File: src/rtl/fir_frame_seq_pkg.sv
// Shared types for the vertical-FIR frame sequencer: FSM state encoding and flush sizing.
// Optional trailing flush phase is enabled by defining FIR_SEQ_FLUSH_EN.
package fir_pkg;

  localparam int DEF_TAP_NUMS = 3;
  localparam int FLUSH_LINES  = (DEF_TAP_NUMS - 1) / 2;

  typedef enum logic [2:0] {
    ST_IDLE  = 3'd0,
    ST_FILL  = 3'd1,
    ST_RUN   = 3'd2,
`ifdef FIR_SEQ_FLUSH_EN
    ST_FLUSH = 3'd3,
`endif
    ST_DONE  = 3'd4
  } fir_seq_state_t;

  // Lines of padding needed to drain a symmetric vertical filter of 'taps' taps.
  function automatic int flush_lines(input int taps);
    return (taps - 1) / 2;
  endfunction

endpackage

File: src/rtl/fir_frame_seq_if.sv
// Pixel stream in / line-buffer control out bundle between upstream source and the sequencer.
interface fir_frame_seq_if #(
  parameter int DATA_WIDTH = 8
);
  logic                  in_valid_i;
  logic [DATA_WIDTH-1:0] in_data_i;
  logic                  in_ready_o;
  logic                  ce_o;
  logic [DATA_WIDTH-1:0] data_pixel_o;
  logic                  first_ln_o;
  logic                  rd_en_o;

  modport master (
    output in_valid_i, in_data_i,
    input  in_ready_o, ce_o, data_pixel_o, first_ln_o, rd_en_o
  );

  modport slave (
    input  in_valid_i, in_data_i,
    output in_ready_o, ce_o, data_pixel_o, first_ln_o, rd_en_o
  );
endinterface

File: src/rtl/fir_frame_seq_cnt.sv
// Column/row position counter with wrap; exposes terminal flags for the current geometry.
module fir_seq_cnt #(
  parameter int CNT_WIDTH = 12
) (
  input  logic                 clk,
  input  logic                 rst_n,
  input  logic                 clr_i,
  input  logic                 inc_i,
  input  logic [CNT_WIDTH-1:0] width_i,
  input  logic [CNT_WIDTH-1:0] lines_i,
  output logic                 col_last_o,
  output logic                 row_last_o
);

  logic [CNT_WIDTH-1:0] col_q, col_d;
  logic [CNT_WIDTH-1:0] row_q, row_d;

  assign col_last_o = (col_q == width_i - CNT_WIDTH'(1));
  assign row_last_o = (row_q == lines_i - CNT_WIDTH'(1));

  // Clear wins over increment so a phase change can restart counting on the same edge.
  always_comb begin
    col_d = col_q;
    row_d = row_q;
    if (clr_i) begin
      col_d = '0;
      row_d = '0;
    end else if (inc_i) begin
      if (col_last_o) begin
        col_d = '0;
        row_d = row_last_o ? '0 : row_q + CNT_WIDTH'(1);
      end else begin
        col_d = col_q + CNT_WIDTH'(1);
      end
    end
  end

  always_ff @(posedge clk or negedge rst_n) begin
    if (!rst_n) begin
      col_q <= '0;
      row_q <= '0;
    end else begin
      col_q <= col_d;
      row_q <= row_d;
    end
  end

endmodule

File: src/rtl/fir_frame_seq.sv
// Frame sequencer feeding a vertical FIR line buffer: fill, run, optional flush, done pulse.
// Define FIR_SEQ_FLUSH_EN to append (TAP_NUMS-1)/2 zero lines after each frame.
module fir_frame_seq
  import fir_pkg::*;
#(
  parameter int DATA_WIDTH = 8,
  parameter int CNT_WIDTH  = 12,
  parameter int TAP_NUMS   = 3
) (
  input  logic                 clk,
  input  logic                 rst_n,
  input  logic [CNT_WIDTH-1:0] cfg_width_i,
  input  logic [CNT_WIDTH-1:0] cfg_height_i,
  input  logic                 start_i,
  fir_frame_seq_if.slave       bus,
  output logic                 busy_o,
  output logic                 frame_done_o
);

  if (TAP_NUMS < 3 || (TAP_NUMS % 2) == 0) begin : g_bad_taps
    $error("TAP_NUMS must be odd and at least 3");
  end

  fir_seq_state_t       state_q;
  logic [CNT_WIDTH-1:0] width_q, height_q;
  logic                 in_ready_q, first_ln_q, rd_en_q, busy_q, done_q, flush_q;

  logic                  start_ok, accept, frame_end, col_last, row_last;
  logic                  cnt_clr, cnt_inc;
  logic [CNT_WIDTH-1:0]  lines_mux;
  logic [DATA_WIDTH-1:0] pix_d;

  assign start_ok  = start_i && (cfg_width_i != '0) && (cfg_height_i != '0);
  assign accept    = bus.in_valid_i & in_ready_q;
  assign frame_end = accept & col_last & row_last;

`ifdef FIR_SEQ_FLUSH_EN
  localparam int FLUSH_N = flush_lines(TAP_NUMS);

  // The counter is reused during flush, measuring zero lines instead of frame rows.
  assign cnt_clr   = ((state_q == ST_IDLE) && start_ok) || frame_end;
  assign cnt_inc   = accept | flush_q;
  assign lines_mux = flush_q ? CNT_WIDTH'(FLUSH_N) : height_q;
  assign bus.ce_o  = accept | flush_q;
`else
  assign cnt_clr   = (state_q == ST_IDLE) && start_ok;
  assign cnt_inc   = accept;
  assign lines_mux = height_q;
  assign bus.ce_o  = accept;
`endif

  assign pix_d            = in_ready_q ? bus.in_data_i : '0;
  assign bus.data_pixel_o = pix_d;
  assign bus.in_ready_o   = in_ready_q;
  assign bus.first_ln_o   = first_ln_q;
  assign bus.rd_en_o      = rd_en_q;
  assign busy_o           = busy_q;
  assign frame_done_o     = done_q;

  fir_seq_cnt #(
    .CNT_WIDTH (CNT_WIDTH)
  ) u_cnt (
    .clk        (clk),
    .rst_n      (rst_n),
    .clr_i      (cnt_clr),
    .inc_i      (cnt_inc),
    .width_i    (width_q),
    .lines_i    (lines_mux),
    .col_last_o (col_last),
    .row_last_o (row_last)
  );

  always_ff @(posedge clk or negedge rst_n) begin
    if (!rst_n) begin
      state_q    <= ST_IDLE;
      width_q    <= '0;
      height_q   <= '0;
      in_ready_q <= 1'b0;
      first_ln_q <= 1'b0;
      rd_en_q    <= 1'b0;
      busy_q     <= 1'b0;
      done_q     <= 1'b0;
      flush_q    <= 1'b0;
    end else begin
      done_q <= 1'b0;
      case (state_q)
        ST_IDLE: begin
          if (start_ok) begin
            width_q    <= cfg_width_i;
            height_q   <= cfg_height_i;
            state_q    <= ST_FILL;
            in_ready_q <= 1'b1;
            first_ln_q <= 1'b1;
            busy_q     <= 1'b1;
          end
        end
        ST_FILL, ST_RUN: begin
          if (accept && col_last) begin
            first_ln_q <= 1'b0;
            if (row_last) begin
              in_ready_q <= 1'b0;
`ifdef FIR_SEQ_FLUSH_EN
              state_q    <= ST_FLUSH;
              rd_en_q    <= 1'b1;
              flush_q    <= 1'b1;
`else
              state_q    <= ST_DONE;
              rd_en_q    <= 1'b0;
              done_q     <= 1'b1;
`endif
            end else begin
              state_q <= ST_RUN;
              rd_en_q <= 1'b1;
            end
          end
        end
`ifdef FIR_SEQ_FLUSH_EN
        ST_FLUSH: begin
          if (col_last && row_last) begin
            state_q <= ST_DONE;
            flush_q <= 1'b0;
            rd_en_q <= 1'b0;
            done_q  <= 1'b1;
          end
        end
`endif
        ST_DONE: begin
          state_q <= ST_IDLE;
          busy_q  <= 1'b0;
        end
        default: begin
          state_q <= ST_IDLE;
        end
      endcase
    end
  end

endmodule

File: src/flat_wrapper.sv
// flat-port wrapper written by rule: the top's interface ports become plain ports
module fir_frame_seq_flat import fir_pkg::*;
#(
  parameter int DATA_WIDTH = 8,
  parameter int CNT_WIDTH  = 12,
  parameter int TAP_NUMS   = 3
)
  (clk, rst_n, cfg_width_i, cfg_height_i, start_i, busy_o, frame_done_o, bus_in_valid_i, bus_in_data_i, bus_in_ready_o, bus_ce_o, bus_data_pixel_o, bus_first_ln_o, bus_rd_en_o);
  fir_frame_seq_if #(.DATA_WIDTH(DATA_WIDTH)) bus_i ();
  input  logic clk;
  input  logic rst_n;
  input  logic [CNT_WIDTH-1:0] cfg_width_i;
  input  logic [CNT_WIDTH-1:0] cfg_height_i;
  input  logic start_i;
  output logic busy_o;
  output logic frame_done_o;
  input wire logic [$bits(bus_i.in_valid_i)-1:0] bus_in_valid_i;
  input wire logic [$bits(bus_i.in_data_i)-1:0] bus_in_data_i;
  output wire logic [$bits(bus_i.in_ready_o)-1:0] bus_in_ready_o;
  output wire logic [$bits(bus_i.ce_o)-1:0] bus_ce_o;
  output wire logic [$bits(bus_i.data_pixel_o)-1:0] bus_data_pixel_o;
  output wire logic [$bits(bus_i.first_ln_o)-1:0] bus_first_ln_o;
  output wire logic [$bits(bus_i.rd_en_o)-1:0] bus_rd_en_o;
  assign bus_i.in_valid_i = bus_in_valid_i;
  assign bus_i.in_data_i = bus_in_data_i;
  assign bus_in_ready_o = bus_i.in_ready_o;
  assign bus_ce_o = bus_i.ce_o;
  assign bus_data_pixel_o = bus_i.data_pixel_o;
  assign bus_first_ln_o = bus_i.first_ln_o;
  assign bus_rd_en_o = bus_i.rd_en_o;
  fir_frame_seq #(.DATA_WIDTH(DATA_WIDTH), .CNT_WIDTH(CNT_WIDTH), .TAP_NUMS(TAP_NUMS)) u_core (.clk(clk), .rst_n(rst_n), .cfg_width_i(cfg_width_i), .cfg_height_i(cfg_height_i), .start_i(start_i), .bus(bus_i), .busy_o(busy_o), .frame_done_o(frame_done_o));
endmodule
File: config.mk
export PLATFORM = sky130hd
export DESIGN_NAME = fir_frame_seq_flat
export DESIGN_NICKNAME = d
export VERILOG_FILES = /design/src/rtl/fir_frame_seq_pkg.sv /design/src/rtl/fir_frame_seq_if.sv /design/src/rtl/fir_frame_seq_cnt.sv /design/src/rtl/fir_frame_seq.sv /design/src/flat_wrapper.sv
export SDC_FILE = /design/constraint.sdc
export NUM_CORES = 1
export LEC_CHECK = 0
export ABC_CLOCK_PERIOD_IN_PS = 3580
export CAP_MARGIN = 5
export CORE_MARGIN = 5
export CORE_UTILIZATION = 55
export CTS_CLUSTER_DIAMETER = 40
export DETAILED_ROUTE_END_ITERATION = 8
export PLACE_DENSITY = 0.8
export REMOVE_ABC_BUFFERS = 1
export SLEW_MARGIN = 15
export SYNTH_ARGS = -nofsm -noshare
export SYNTH_HDL_FRONTEND = slang
export SYNTH_SLANG_ARGS = --single-unit
File: constraint.sdc
create_clock -name clk -period 3.58 [get_ports clk]
set_clock_uncertainty 0.1 [all_clocks]
set_input_delay 0.358 -clock clk [delete_from_list [all_inputs] [get_ports clk]]
set_output_delay 0.358 -clock clk [all_outputs]
set_load 0.02 [all_outputs]
; ---- Word-level counts from Yosys, hierarchy flattened
; Index checks and enable logic that the tools add are counted.
[classes]
mux = 23
addsub = 4
reduce_logical = 19
n_eq_ne = 8
bitwise_logic = 1
[op_table]
columns = operator, n
row1 = $mux 12, 7
row2 = $add 12x1->12 const B, 2
row3 = $eq 12x12->1, 2
row4 = $reduce_bool 12->1, 2
row5 = $sub 12x1->12 const B, 2
row6 = $reduce_and 2->1, 5
row7 = $mux 3, 3
row8 = $mux 1, 8
row9 = $mux 8, 1
row10 = $reduce_bool 2->1, 4
row11 = $pmux 1 s2, 3
row12 = $pmux 3 s2, 1
row13 = $logic_and 1x1->1, 4
row14 = $ne 2x1->1 const B, 2
row15 = $reduce_and 4->1, 1
row16 = $eq 3x1->1 const B, 1
row17 = $eq 3x2->1 const B, 1
row18 = $eq 3x3->1 const B, 1
row19 = $logic_not 3->1, 1
row20 = $reduce_and 3->1, 1
row21 = $ne 2x2->1 const B, 1
row22 = $reduce_or 2->1, 1
row23 = $and 1x1->1, 1
[word_totals]
inputBits = 36
out_inout_bits = 14
register_bits = 56

; ---- Depth between registers and ports, before layout
; Gate-level depths: netlist (run 1).
[logic_depth]
ltp_word = 6
mapped_depth = 11

; ---- Hierarchy
; Synthesis (run 1) repeated with hierarchy kept, for this count alone.
[unflattened]
hier_cells = 373
area_unflattened_um2 = 3647.2
[modules_own_cells]
columns = module, instances, area_each_um2, cells_per_inst
row1 = fir_seq_cnt, 1, 2218.4, 275
row2 = fir_frame_seq, 1, 1428.9, 98

; ---- Worst setup path before layout (run 1)
; OpenSTA, ideal clock, no wires.
[synth_timing]
kind = reg2reg
from = reg u_core.width_q[2]
to = reg u_core.u_cnt.row_q[8]
setup_ps = 78
path_stages_with_launch = 10
slack_ps = 372
arrival_time_ps = 3031
cell_sequence = dfrtp_1 -> buf_6 -> or4_4 -> o211a_1 -> nor4_2 -> or4b_1 -> or4_4 -> buf_6 -> or4_1 -> a21oi_1
[synth_between]
elab_chain_cells = 4
[synth_rtl]
columns = element, line
row1 = start: declaration, fir_frame_seq.sv:25  ; logic [CNT_WIDTH-1:0] width_q, height_q;
row2 = start signal: assignment, fir_frame_seq.sv:89  ; width_q <= cfg_width_i;
row3 = $sub 12x1->12, fir_frame_seq_cnt.sv:18  ; assign col_last_o = (col_q == width_i - CNT_WIDTH'(1));
row4 = $eq 12x12->1, fir_frame_seq_cnt.sv:18
row5 = $reduce_bool 2->1 (no line), --
row6 = $reduce_and 2->1 (no line), --
row7 = end signal: assignment, fir_frame_seq_cnt.sv:44  ; row_q <= row_d;
row8 = end: declaration, fir_frame_seq_cnt.sv:16  ; logic [CNT_WIDTH-1:0] row_q, row_d;
; No other way between the ends.
; A chain may end at the register's enable or synchronous reset.

; ---- Worst setup path in the final report (run 1)
[layout_timing]
from = reg u_core.width_q[2]
to = reg u_core.u_cnt.row_q[3]
; Same word-level chain as after synthesis.

==> summary.md, run 1 <==
| Metric | Value |
|---|---|
| Final hold viol count | `0` |
| Min Tclk post-route | `3427 ps` |
| Nets@finish | `455` |
| Status | `finished clean` |
| Die height | `89.40 um` |
| First-pass GRT wire length | `between 10 and 15 mm` |
| Period utilisation layout | `a little over nine tenths` |
| Post-synthesis simple-gate area fraction | `27.61%` |
| Largest family of logic cells by synthesized area | `simple AND/OR/NAND/NOR gates` |
| Antenna Cells | `0` |
| # rows | `29` |
| CP max FO | `24` |
| Critical path class | `register to register` |
| Hold_buf cts | `0` |
| R2r startpoint | `u_core.width_q[2]` |
| Setup Viol. Count Final | `0` |
| Remaining antenna violation count | `0` |
| Fillers | `518` |
| Final WS setup | `152.8 ps` |
| Pwr dens | `about 620 nW/um2` |
| Largest net degree at the start of global routing | `37` |
| Post-synthesis compound-gate area fraction | `12.02%` |
| Max VDD drop | `0.0004113 V` |
| #FFs+latches synth | `56` |
| Synth-to-Final Area Change | `19.20%` |
| Post-Synth XOR/XNOR Area | `8.336%` |
| Ys Warns | `0` |
| Vias in the first global route | `2780` |
| Starting Density | `55.55%` |
| R2R Setup Slk | `150 ps` |
| Tightest Hold Check Type | `input port to asynchronous set/reset pin` |
| Fin area | `4133 um2` |
| DP Area | `between 4000 and 5000 um2` |
| Avg WL per Cell | `16.15 um` |
| H-tree lvl count | `2` |
| Initial antenna violation count | `0` |
| Worst skew pair latency | `320 ps` |
| End of the worst register-to-register path | `u_core.u_cnt.row_q[3]` |
| Initial DRC Count | `~170` |
| Most common cell after layout, fill and taps aside | `dfrtp_1` |
| Mux contribution to synthesized area | `6.821%` |
| Clock power frac | `14.4%` |
| Die Wd | `89.40 um` |
| RSZ-0062 raised after global routing | `false` |
| Dpl hpwl | `5.955 mm` |
| Max-slew headroom | `46.45%` |
| Reg power frac | `between 40% and 50%` |
| WP data arrival | `3580 ps` |
| DRT Pass-1 Iters | `5` |
| Clock root buffer | `clkbuf_8` |
| Total grt overflow | `0` |
| Clk sink count | `56` |
| Seq/Total Area, Yosys | `40.42%` |
| Clk buf depth | `2` |
| Mapped Cells | `368` |
| Combinational share of power | `41.5%` |
| Routed WL | `7.964 mm` |
| Worst Path Required | `roughly 3700 ps` |
| Crit. End Element | `register` |
| Via count | `2973` |
| CTS tree | `done` |
| Max Slew Vio Count | `0` |
| Setup repair bufs after CTS | `0` |
| Main synth FF type | `dfrtp_1` |
| Clk slew on worst S/H paths | `~100 ps` |
| Layout cell share with drive strength beyond 1 | `12.50%` |
| Unique masters post-synth | `between 40 and 50` |
| Full die area | `7991 um2` |
| Final GP Congestion | `0.8319` |
| Fmax | `291.8 MHz` |
| Syn avg cell area | `9.421 um2` |
| Max-cap violations | `0` |
| Pleak | `0.001660 uW` |
| Setup WS pre-CTS | `130.2 ps` |
| Vias/cell | `6.030` |
| # port buffers | `49` |
| Core Area | `between 6000 and 7000 um2` |
| Switching share of power | `between 30 and 40%` |
| Least-Margin Pin Slew | `803.3 ps` |
| Sw Pwr | `1016 uW` |
| Int Pwr | `1540 uW` |
| Post-synth EDFFs | `0` |
| I/O pin count | `50` |
| Critical path launch point type | `register` |
| Post-Synth Adder-Cell Area | `1.444%` |
| Commonest cells after routing, fill and taps aside | `dfrtp_1, clkdlybuf4s50_1, nand2_1` |
| Total track usage | `21.35%` |
| R2R depth | `7` |
| # DRC | `0` |
| CTS Buf Count | `5` |
| Synth Cell Area | `3467 um2` |
| Asr flop ratio synth | `100.0%` |
logic make-up (layout without fill, tap and decap cells):
logic type	after synthesis	after routing
simple gates	163	163
compound gates	64	64
flops	56	56
xor+xnor	33	33
buf+inv	27	75
mux	21	21
fa+ha+maj	4	4
layer usage:
layer	wire (um)	part of all wire, %	track usage, %	vias up
li1	-	-	-	1448
met1	3412	43	27.38	1462
met2	4111	52	36.84	55
met3	343	4.3	4.055	8
met4	97	1.2	5.819	0
met5	0	0	0	-
layout make-up:
class,count,area (um2),share of cell area [%]
Inverter,11,41.29,0.9991
Multi-Input combinational cell,285,1962,47.47
Clock inverter,1,7.507,0.1817
Sequential cell,56,1401,33.91
Tap cell,77,96.34,2.331
Timing Repair Buffer,56,538.0,13.02
Clock buffer,7,86.33,2.089
per-stage QoR:
stage	total power [uW]	util, %	setup TNS [ps]	instances	hold slack, ps
6_report	2555	66.22	0	493	15.64
5_1_grt	2756	66.22	0	493	90.98
4_1_cts	2558	66.14	0	493	46.33
3_3_place_gp	2147	64.64	0	485	389.5
2_1_floorplan	1847	-	-310.2	352	-37.59
3_5_place_dp	2189	64.64	0	485	389.7
cell usage after synthesis (2+ instances only):
cell type,number,area share (%)
clkbuf_1,13,1.4
nor3b_1,4,0.87
and2_1,8,1.4
o211a_1,2,0.58
or2_2,6,1.1
dfrtp_1,56,40
or3_1,6,1.1
a21o_1,2,0.43
nor4b_1,4,1.0
xnor2_1,18,4.5
nor2b_1,2,0.36
inv_1,11,1.2
a211oi_1,3,0.65
a2bb2oi_1,9,2.3
mux2_2,21,6.8
nor2_1,22,2.4
nor4_2,2,0.72
nand4_1,6,1.1
nand3b_1,2,0.43
nor3_1,11,1.6
ha_1,4,1.4
nand2b_1,4,0.72
and3b_1,3,0.76
or3b_2,2,0.51
or4_1,11,2.4
a22o_1,2,0.51
nand2_1,32,3.5
or4_4,2,0.65
a31oi_1,9,1.6
xor2_1,15,3.8
nand3_1,12,1.7
o211ai_1,2,0.43
nand4b_1,5,1.3
nor4_1,11,2.0
o21ai_0,14,2.0
a21oi_1,16,2.3
and4b_1,2,0.58
and3_1,3,0.54
buf_6,2,0.65
flip-flops by register name, summed over array words and instances, names as in the netlist:
name and count:
u_core.bus.first_ln_o 1, u_core.bus.in_ready_o 1, u_core.bus.rd_en_o 1, u_core.busy_o 1
u_core.frame_done_o 1, u_core.height_q 12, u_core.state_q 3, u_core.u_cnt.col_q 12
u_core.u_cnt.row_q 12, u_core.width_q 12
worst max-delay path, cell delays in order, from the launching register on:
cell,delay [ps]
dfrtp_1,480
or4_4,540
o211a_1,240
nor4_2,270
or4b_1,470
or4_4,580
or4_1,530
a21oi_1,160
worst max-delay path by stage:
stage	start	endpoint	cells past startpoint
floorplan	u_core.height_q[2]	u_core.bus.in_ready_o	7
global placement	u_core.width_q[0]	u_core.u_cnt.row_q[4]	9
detailed placement	u_core.width_q[0]	u_core.u_cnt.row_q[5]	9
CTS	u_core.width_q[0]	u_core.u_cnt.row_q[3]	9
global route	u_core.width_q[2]	u_core.u_cnt.row_q[5]	7
finish	u_core.width_q[2]	u_core.u_cnt.row_q[3]	7
power groups by stage:
| stage | Sequential (uW) | Clock, uW | Combinational (uW) |
|---|---|---|---|
| after floorplan | 1060 | 0 | 782 |
| after CTS | 1120 | 376 | 1060 |
| after global placement | 1120 | 0 | 1030 |
| final | 1130 | 367 | 1060 |
| after detailed placement | 1130 | 0 | 1060 |
| after global routing | 1170 | 406 | 1180 |
what timing repair did:
item / CTS / global route
setup endpoints to repair: 0 / 13
endpoints found under the hold margin: 0 / 0
resized for setup: 0 / 1
No activity file was read; power rests on OpenSTA's default activity.
==> inputs of run 2 (changes only) <==
- DONT_BUFFER_PORTS: unset -> 1
- PLACE_DENSITY: 0.8 -> 0.69
- SLEW_MARGIN: 15 -> 20
==> run 2 against run 1 <==
Compared with the run above: global-route usage fell by 1.3 points; sequential share of layout area rose by 4.2 points; clock power fell by 4%; first-iteration DRC count fell by 28%; critical path depth did not move; combinational power fell by 8%; register-to-register slack barely moved; sequential power barely moved; highest routed layer unchanged.
==> summary.md, run 2 (same netlist as run 1, synthesis figures left out) <==
| Metric | Value |
|---|---|
| Status | `finished clean (unchanged)` |
| Clk sink count | `56 (unchanged)` |
| # DRC | `0 (unchanged)` |
| End of the worst register-to-register path | `u_core.u_cnt.row_q[11] (was u_core.u_cnt.row_q[3])` |
| Pwr dens | `669.9 nW/um2 (was 618.3 nW/um2)` |
| Commonest cells after routing, fill and taps aside | `dfrtp_1, nand2_1, nor2_1 (was dfrtp_1, clkdlybuf4s50_1, nand2_1)` |
| Hold endpoint | `u_core.height_q[1]` |
| Dpl hpwl | `5.476 mm (was 5.955 mm)` |
| Routed WL | `7.571 mm (was 7.964 mm)` |
| H-tree lvl count | `2 (unchanged)` |
| Die height | `89.40 um (unchanged)` |
| RSZ-0062 raised after global routing | `false (unchanged)` |
| Via count | `2771 (was 2973)` |
| Non-Filler Instances | `445 (was 493)` |
| Combinational share of power | `39.4% (was 41.5%)` |
| Core Util, Final | `58.92% (was 66.22%)` |
| Worst skew pair latency | `320 ps (about the same)` |
| Crit-path cells | `or4_4 -> o211a_1 -> nor4_2 -> or4b_1 -> or4_4 -> or4_1 -> a21oi_1 (unchanged)` |
| DRT Pass-1 Iters | `4 (was 5)` |
| Most common cell after layout, fill and taps aside | `dfrtp_1 (unchanged)` |
| Synth-to-Final Area Change | `6.063% (was 19.20%)` |
| Hold depth | `2` |
| Int Pwr | `1453 uW (was 1540 uW)` |
| Clock power frac | `14.4% (about the same)` |
| Fmax | `290.9 MHz (was 291.8 MHz)` |
| Initial DRC Count | `124 (was 173)` |
| R2r startpoint | `u_core.width_q[2] (unchanged)` |
| Critical path class | `register to register (unchanged)` |
| Fin area | `3677 um2 (was 4133 um2)` |
| Reg power frac | `46.2% (was 44.1%)` |
| # port buffers | `0 (was 49)` |
| Max Slew Vio Count | `0 (unchanged)` |
| Nets@finish | `407 (was 455)` |
| Setup WS pre-CTS | `178.3 ps (was 130.2 ps)` |
| Setup Viol. Count Final | `0 (unchanged)` |
| R2R depth | `7 (unchanged)` |
| Least-Margin Pin Slew | `917.8 ps (was 803.3 ps)` |
| Vias in the first global route | `2818 (was 2780)` |
| Worst hold path startpoint | `cfg_height_i[1]` |
| Clock root buffer | `clkbuf_8 (unchanged)` |
| Worst Path Required | `3710 ps (was 3730 ps)` |
| WP data arrival | `3570 ps (was 3580 ps)` |
| Crit. End Element | `register (unchanged)` |
| Max incr delay on CP | `580 ps (about the same)` |
| TNS Setup | `0 ps (unchanged)` |
| Most used cell, CP | `or4_4 (unchanged)` |
| Largest net degree at the start of global routing | `57 (was 37)` |
| Total grt overflow | `0 (unchanged)` |
| CTS tree | `done (unchanged)` |
| Max VDD drop | `0.0003931 V (was 0.0004113 V)` |
| Layout cell share with drive strength beyond 1 | `14.40% (was 12.50%)` |
| CP max FO | `24 (unchanged)` |
| DP Area | `3541 um2 (was 4034 um2)` |
| Tightest Hold Check Type | `input port to register (was input port to asynchronous set/reset pin)` |
| Final WS setup | `142.0 ps (was 152.8 ps)` |
| Starting Density | `55.55% (unchanged)` |
| R2R Setup Slk | `140 ps (was 150 ps)` |
| Final GP Congestion | `0.8870 (was 0.8319)` |
| Period utilisation layout | `96.03% (was 95.73%)` |
| I/O pin count | `50 (unchanged)` |
| Critical path launch point type | `register (unchanged)` |
| Die Wd | `89.40 um (unchanged)` |
| Placed insts | `435 (was 485)` |
| Vias/cell | `6.227 (was 6.030)` |
| Full die area | `7991 um2 (unchanged)` |
| # rows | `29 (unchanged)` |
| Avg WL per Cell | `17.01 um (was 16.15 um)` |
| CTS Buf Count | `5 (unchanged)` |
| Slowest-stage cell, CP | `or4_4 (unchanged)` |
| First-pass GRT wire length | `12.65 mm (was 13.34 mm)` |
| Initial antenna violation count | `0 (unchanged)` |
| Setup repair bufs after CTS | `0 (unchanged)` |
| Max-slew headroom | `38.82% (was 46.45%)` |
| Max-cap violations | `0 (unchanged)` |
| Pleak | `0.001483 uW (was 0.001660 uW)` |
| Antenna Cells | `0 (unchanged)` |
| Core Area | `6241 um2 (unchanged)` |
| Clk buf depth | `2 (unchanged)` |
| Min Tclk post-route | `3438 ps (was 3427 ps)` |
| Remaining antenna violation count | `0 (unchanged)` |
| Total track usage | `20.09% (was 21.35%)` |
| Sw Pwr | `1010 uW (was 1016 uW)` |
| Switching share of power | `41.02% (was 39.75%)` |
| Clk slew on worst S/H paths | `110 ps (was 100 ps)` |
| Final hold viol count | `0 (unchanged)` |
-- run 2: metal layers --
layer | global-route usage, % | vias up | share of wire (%)
li1 | - | 1359 | -
met4 | 7.037 | 0 | 1.6
met5 | 0 | - | 0
met2 | 35.77 | 69 | 51
met3 | 4.424 | 10 | 4.5
met1 | 23.78 | 1333 | 43
-- run 2: worst max path at each step --
stage / start / slack (ps) / to / cells past startpoint
detailed placement: u_core.width_q[0] / 180 / u_core.u_cnt.row_q[11] / 9
global route: u_core.width_q[2] / 20 / u_core.u_cnt.row_q[3] / 7
CTS: u_core.width_q[0] / 160 / u_core.u_cnt.row_q[11] / 9
floorplan: u_core.height_q[2] / -130 / u_core.bus.in_ready_o / 7
finish: u_core.width_q[2] / 140 / u_core.u_cnt.row_q[11] / 7
global placement: u_core.width_q[2] / 280 / u_core.u_cnt.row_q[10] / 7
-- run 2: repair_timing --
item                                   4_1_cts  5_1_grt
resized for setup                            0        2
endpoints found under the hold margin       56        0
setup endpoints to repair                    0        9
hold buffers                                 2        0
-- run 2: cell type report --
cell class	instances	area (um2)
Sequential cell	56	1401
Timing Repair Buffer	8	82.58
Inverter	11	41.29
Tap cell	77	96.34
Multi-Input combinational cell	285	1968
Fill cell	547	2564
Clock inverter	3	18.77
Clock buffer	5	68.82
-- run 2: critical path: cells and delay by family, from the launching register on --
kind            cells  cell delay, ps
simple gates        5            2360
flops               1             500
compound gates      2             410
-- run 2: power by group through the flow --
stage / combinational, uW / clock, uW / sequential [uW]
floorplan: 782 / 0 / 1060
global placement: 928 / 0 / 1140
detailed placement: 947 / 0 / 1140
CTS: 967 / 365 / 1130
global route: 1090 / 388 / 1180
finish: 971 / 354 / 1140
-- run 2: through the flow --
step                total power, uW  hold slack [ps]
floorplan                      1847           -37.59
global placement               2064           -35.75
detailed placement             2089           -35.74
CTS                            2460            49.31
global route                   2652            56.53
finish                         2463            56.59
==> inputs of run 3 (changes only) <==
- HOLD_SLACK_MARGIN: unset -> 0.02
==> results of run 3 <==
No change in the layout: final DEF, timing and power equal those of run 2.
==> edit (flow settings as in run 2) <==
Make the reset (`rst_n`) synchronous in 2 clocked blocks.
--- a/src/rtl/fir_frame_seq_cnt.sv
+++ b/src/rtl/fir_frame_seq_cnt.sv
@@ -35,7 +35,7 @@
     end
   end
 
-  always_ff @(posedge clk or negedge rst_n) begin
+  always_ff @(posedge clk) begin
     if (!rst_n) begin
       col_q <= '0;
       row_q <= '0;
--- a/src/rtl/fir_frame_seq.sv
+++ b/src/rtl/fir_frame_seq.sv
@@ -70,7 +70,7 @@
     .row_last_o (row_last)
   );
 
-  always_ff @(posedge clk or negedge rst_n) begin
+  always_ff @(posedge clk) begin
     if (!rst_n) begin
       state_q    <= ST_IDLE;
       width_q    <= '0;
Behaviour: differs if rst_n is asserted again (counterexample within 4 cycles, from zero or initial values and one cycle with rst_n low); with rst_n held inactive, the same outputs for 10 cycles.
==> edit against run 2 <==
- setup slack better by 0.35 ns
- die area shrank 6.2%
- area after synthesis shrank 6.9%
- wire length decreased by 6.5%
- worst hold slack hardly changed
- final cell count increased by 9.2%
- final area down 8.5%
- sequential cell count is the same
- highest routed layer unchanged
Power is not compared: it rests on default switching activity, and its combinational part moved more than twofold at a synthesized area within 25%.
==> edit: results (changes against run 2) <==
stage,metric,value,unit,change
global_route,Tot GR Track Use,19.5,%,was 20.1%
detailed_routing,met1 WL,3.76,mm,was 3.22 mm
worst_hold_path,hold path startpoint,cfg_width_i[3],,was cfg_height_i[1]
placed_design,pre-CTS WS,0.517,ns,was 0.178 ns
yosys,xor/xnor share of the synthesized area,10.3,%,was 8.34%
status,status,"finished, final reports clean",,unchanged
detailed_routing,via count,2813,,was 2771
layout,Filler Cells Inserted,551,,was 547
global_route,met1 usage,30.2,%,was 23.8%
global_route,met3 Use GR,4.09,%,was 4.42%
yosys,sequential area share after synthesis,34.7,%,was 40.4%
placed_design,HPWL Detailed,5.26,mm,was 5.48 mm
placed_design,Post-Place Cells,478,,was 435
yosys,top post-synthesis cells by count,"78 x nand2_1, 56 x dfxtp_1, 46 x a21oi_1, 29 x nor2_1, 24 x xnor2_1",,"was 56 x dfrtp_1, 32 x nand2_1, 22 x nor2_1, 21 x mux2_2, 18 x xnor2_1"
worst_setup_path,Crit Path Max Fanout,23,,was 24
worst_setup_path,CP max stage cell,or4b_1,,was or4_4
yosys,distinct cell type count after synthesis,53,,was 48
power,switching power of the nets,361,µW,
worst_setup_path,FF-to-FF Start,u_core.width_q[0],,was u_core.width_q[2]
placed_design,Port Buffers,0,,unchanged
layout,layout cells sized above 1,4.59,%,was 14.4%
layout,Final nets,453,,was 407
yosys,Syn Inst Count,421,,was 368
detailed_routing,met2 WL,2.83,mm,was 3.89 mm
yosys,Post-Synth Adder-Cell Area,1.55,%,was 1.44%
detailed_routing,met3 WL,408,µm,was 340 µm
detailed_routing,drt wl/cell,14.6,µm,was 17.0 µm
global_route,vias in the first global route,2556,,was 2818
worst_setup_path,crit path DAT,3.23,ns,was 3.57 ns
yosys,post-synthesis mux area share,0.969,%,was 6.82%
placed_design,RePlAce Congestion,0.797,,was 0.887
global_route,largest net degree at the start of global routing,32,,was 57
detailed_routing,vias per cell,5.79,,was 6.23
worst_setup_path,crit path launch,u_core.width_q[0],,was u_core.width_q[2]
yosys,Synth Area in Compound Gates,14.1,%,was 12.0%
yosys,synth top area cells,"dfxtp_1 35%, nand2_1 9.1%, a21oi_1 7.1%",,"was dfrtp_1 40%, mux2_2 6.8%, xnor2_1 4.5%"
power,Seq power,677,µW,
power,Leak Pwr,1.20,nW,
yosys,ys async rst share,0,%,was 100%
placed_design,Placed Area,0.00327,mm²,was 0.00354 mm²
global_route,met2 Track Usage GR,27.2,%,was 35.8%
## edit: cell count changes after synthesis, sizes merged, moves of 10 or more
cell / run 2 / this run
dfxtp: 0 / 56
or4: 13 / 3
a21oi: 16 / 46
nand2: 32 / 78
dfrtp: 56 / 0
mux2: 21 / 1
o21ai: 14 / 3
## edit: worst paths after layout
path	endpoint	cells after the start	slack, ns
max	u_core.u_cnt.row_q[11]	11	0.49
min	u_core.width_q[3]	2	0.06
max reg2reg	u_core.u_cnt.row_q[11]	11	0.49
min reg2reg	u_core.height_q[11]	2	0.39
## edit: layout make-up
type                            count  area [µm²]  area share, %
Clock buffer                        6        82.6           2.46
Clock inverter                      2        15.0          0.446
Inverter                           13        48.8           1.45
Multi-Input combinational cell    333        1980           58.7
Sequential cell                    56        1120           33.3
Tap cell                           72        90.1           2.68
Timing Repair Buffer                4        30.0          0.893
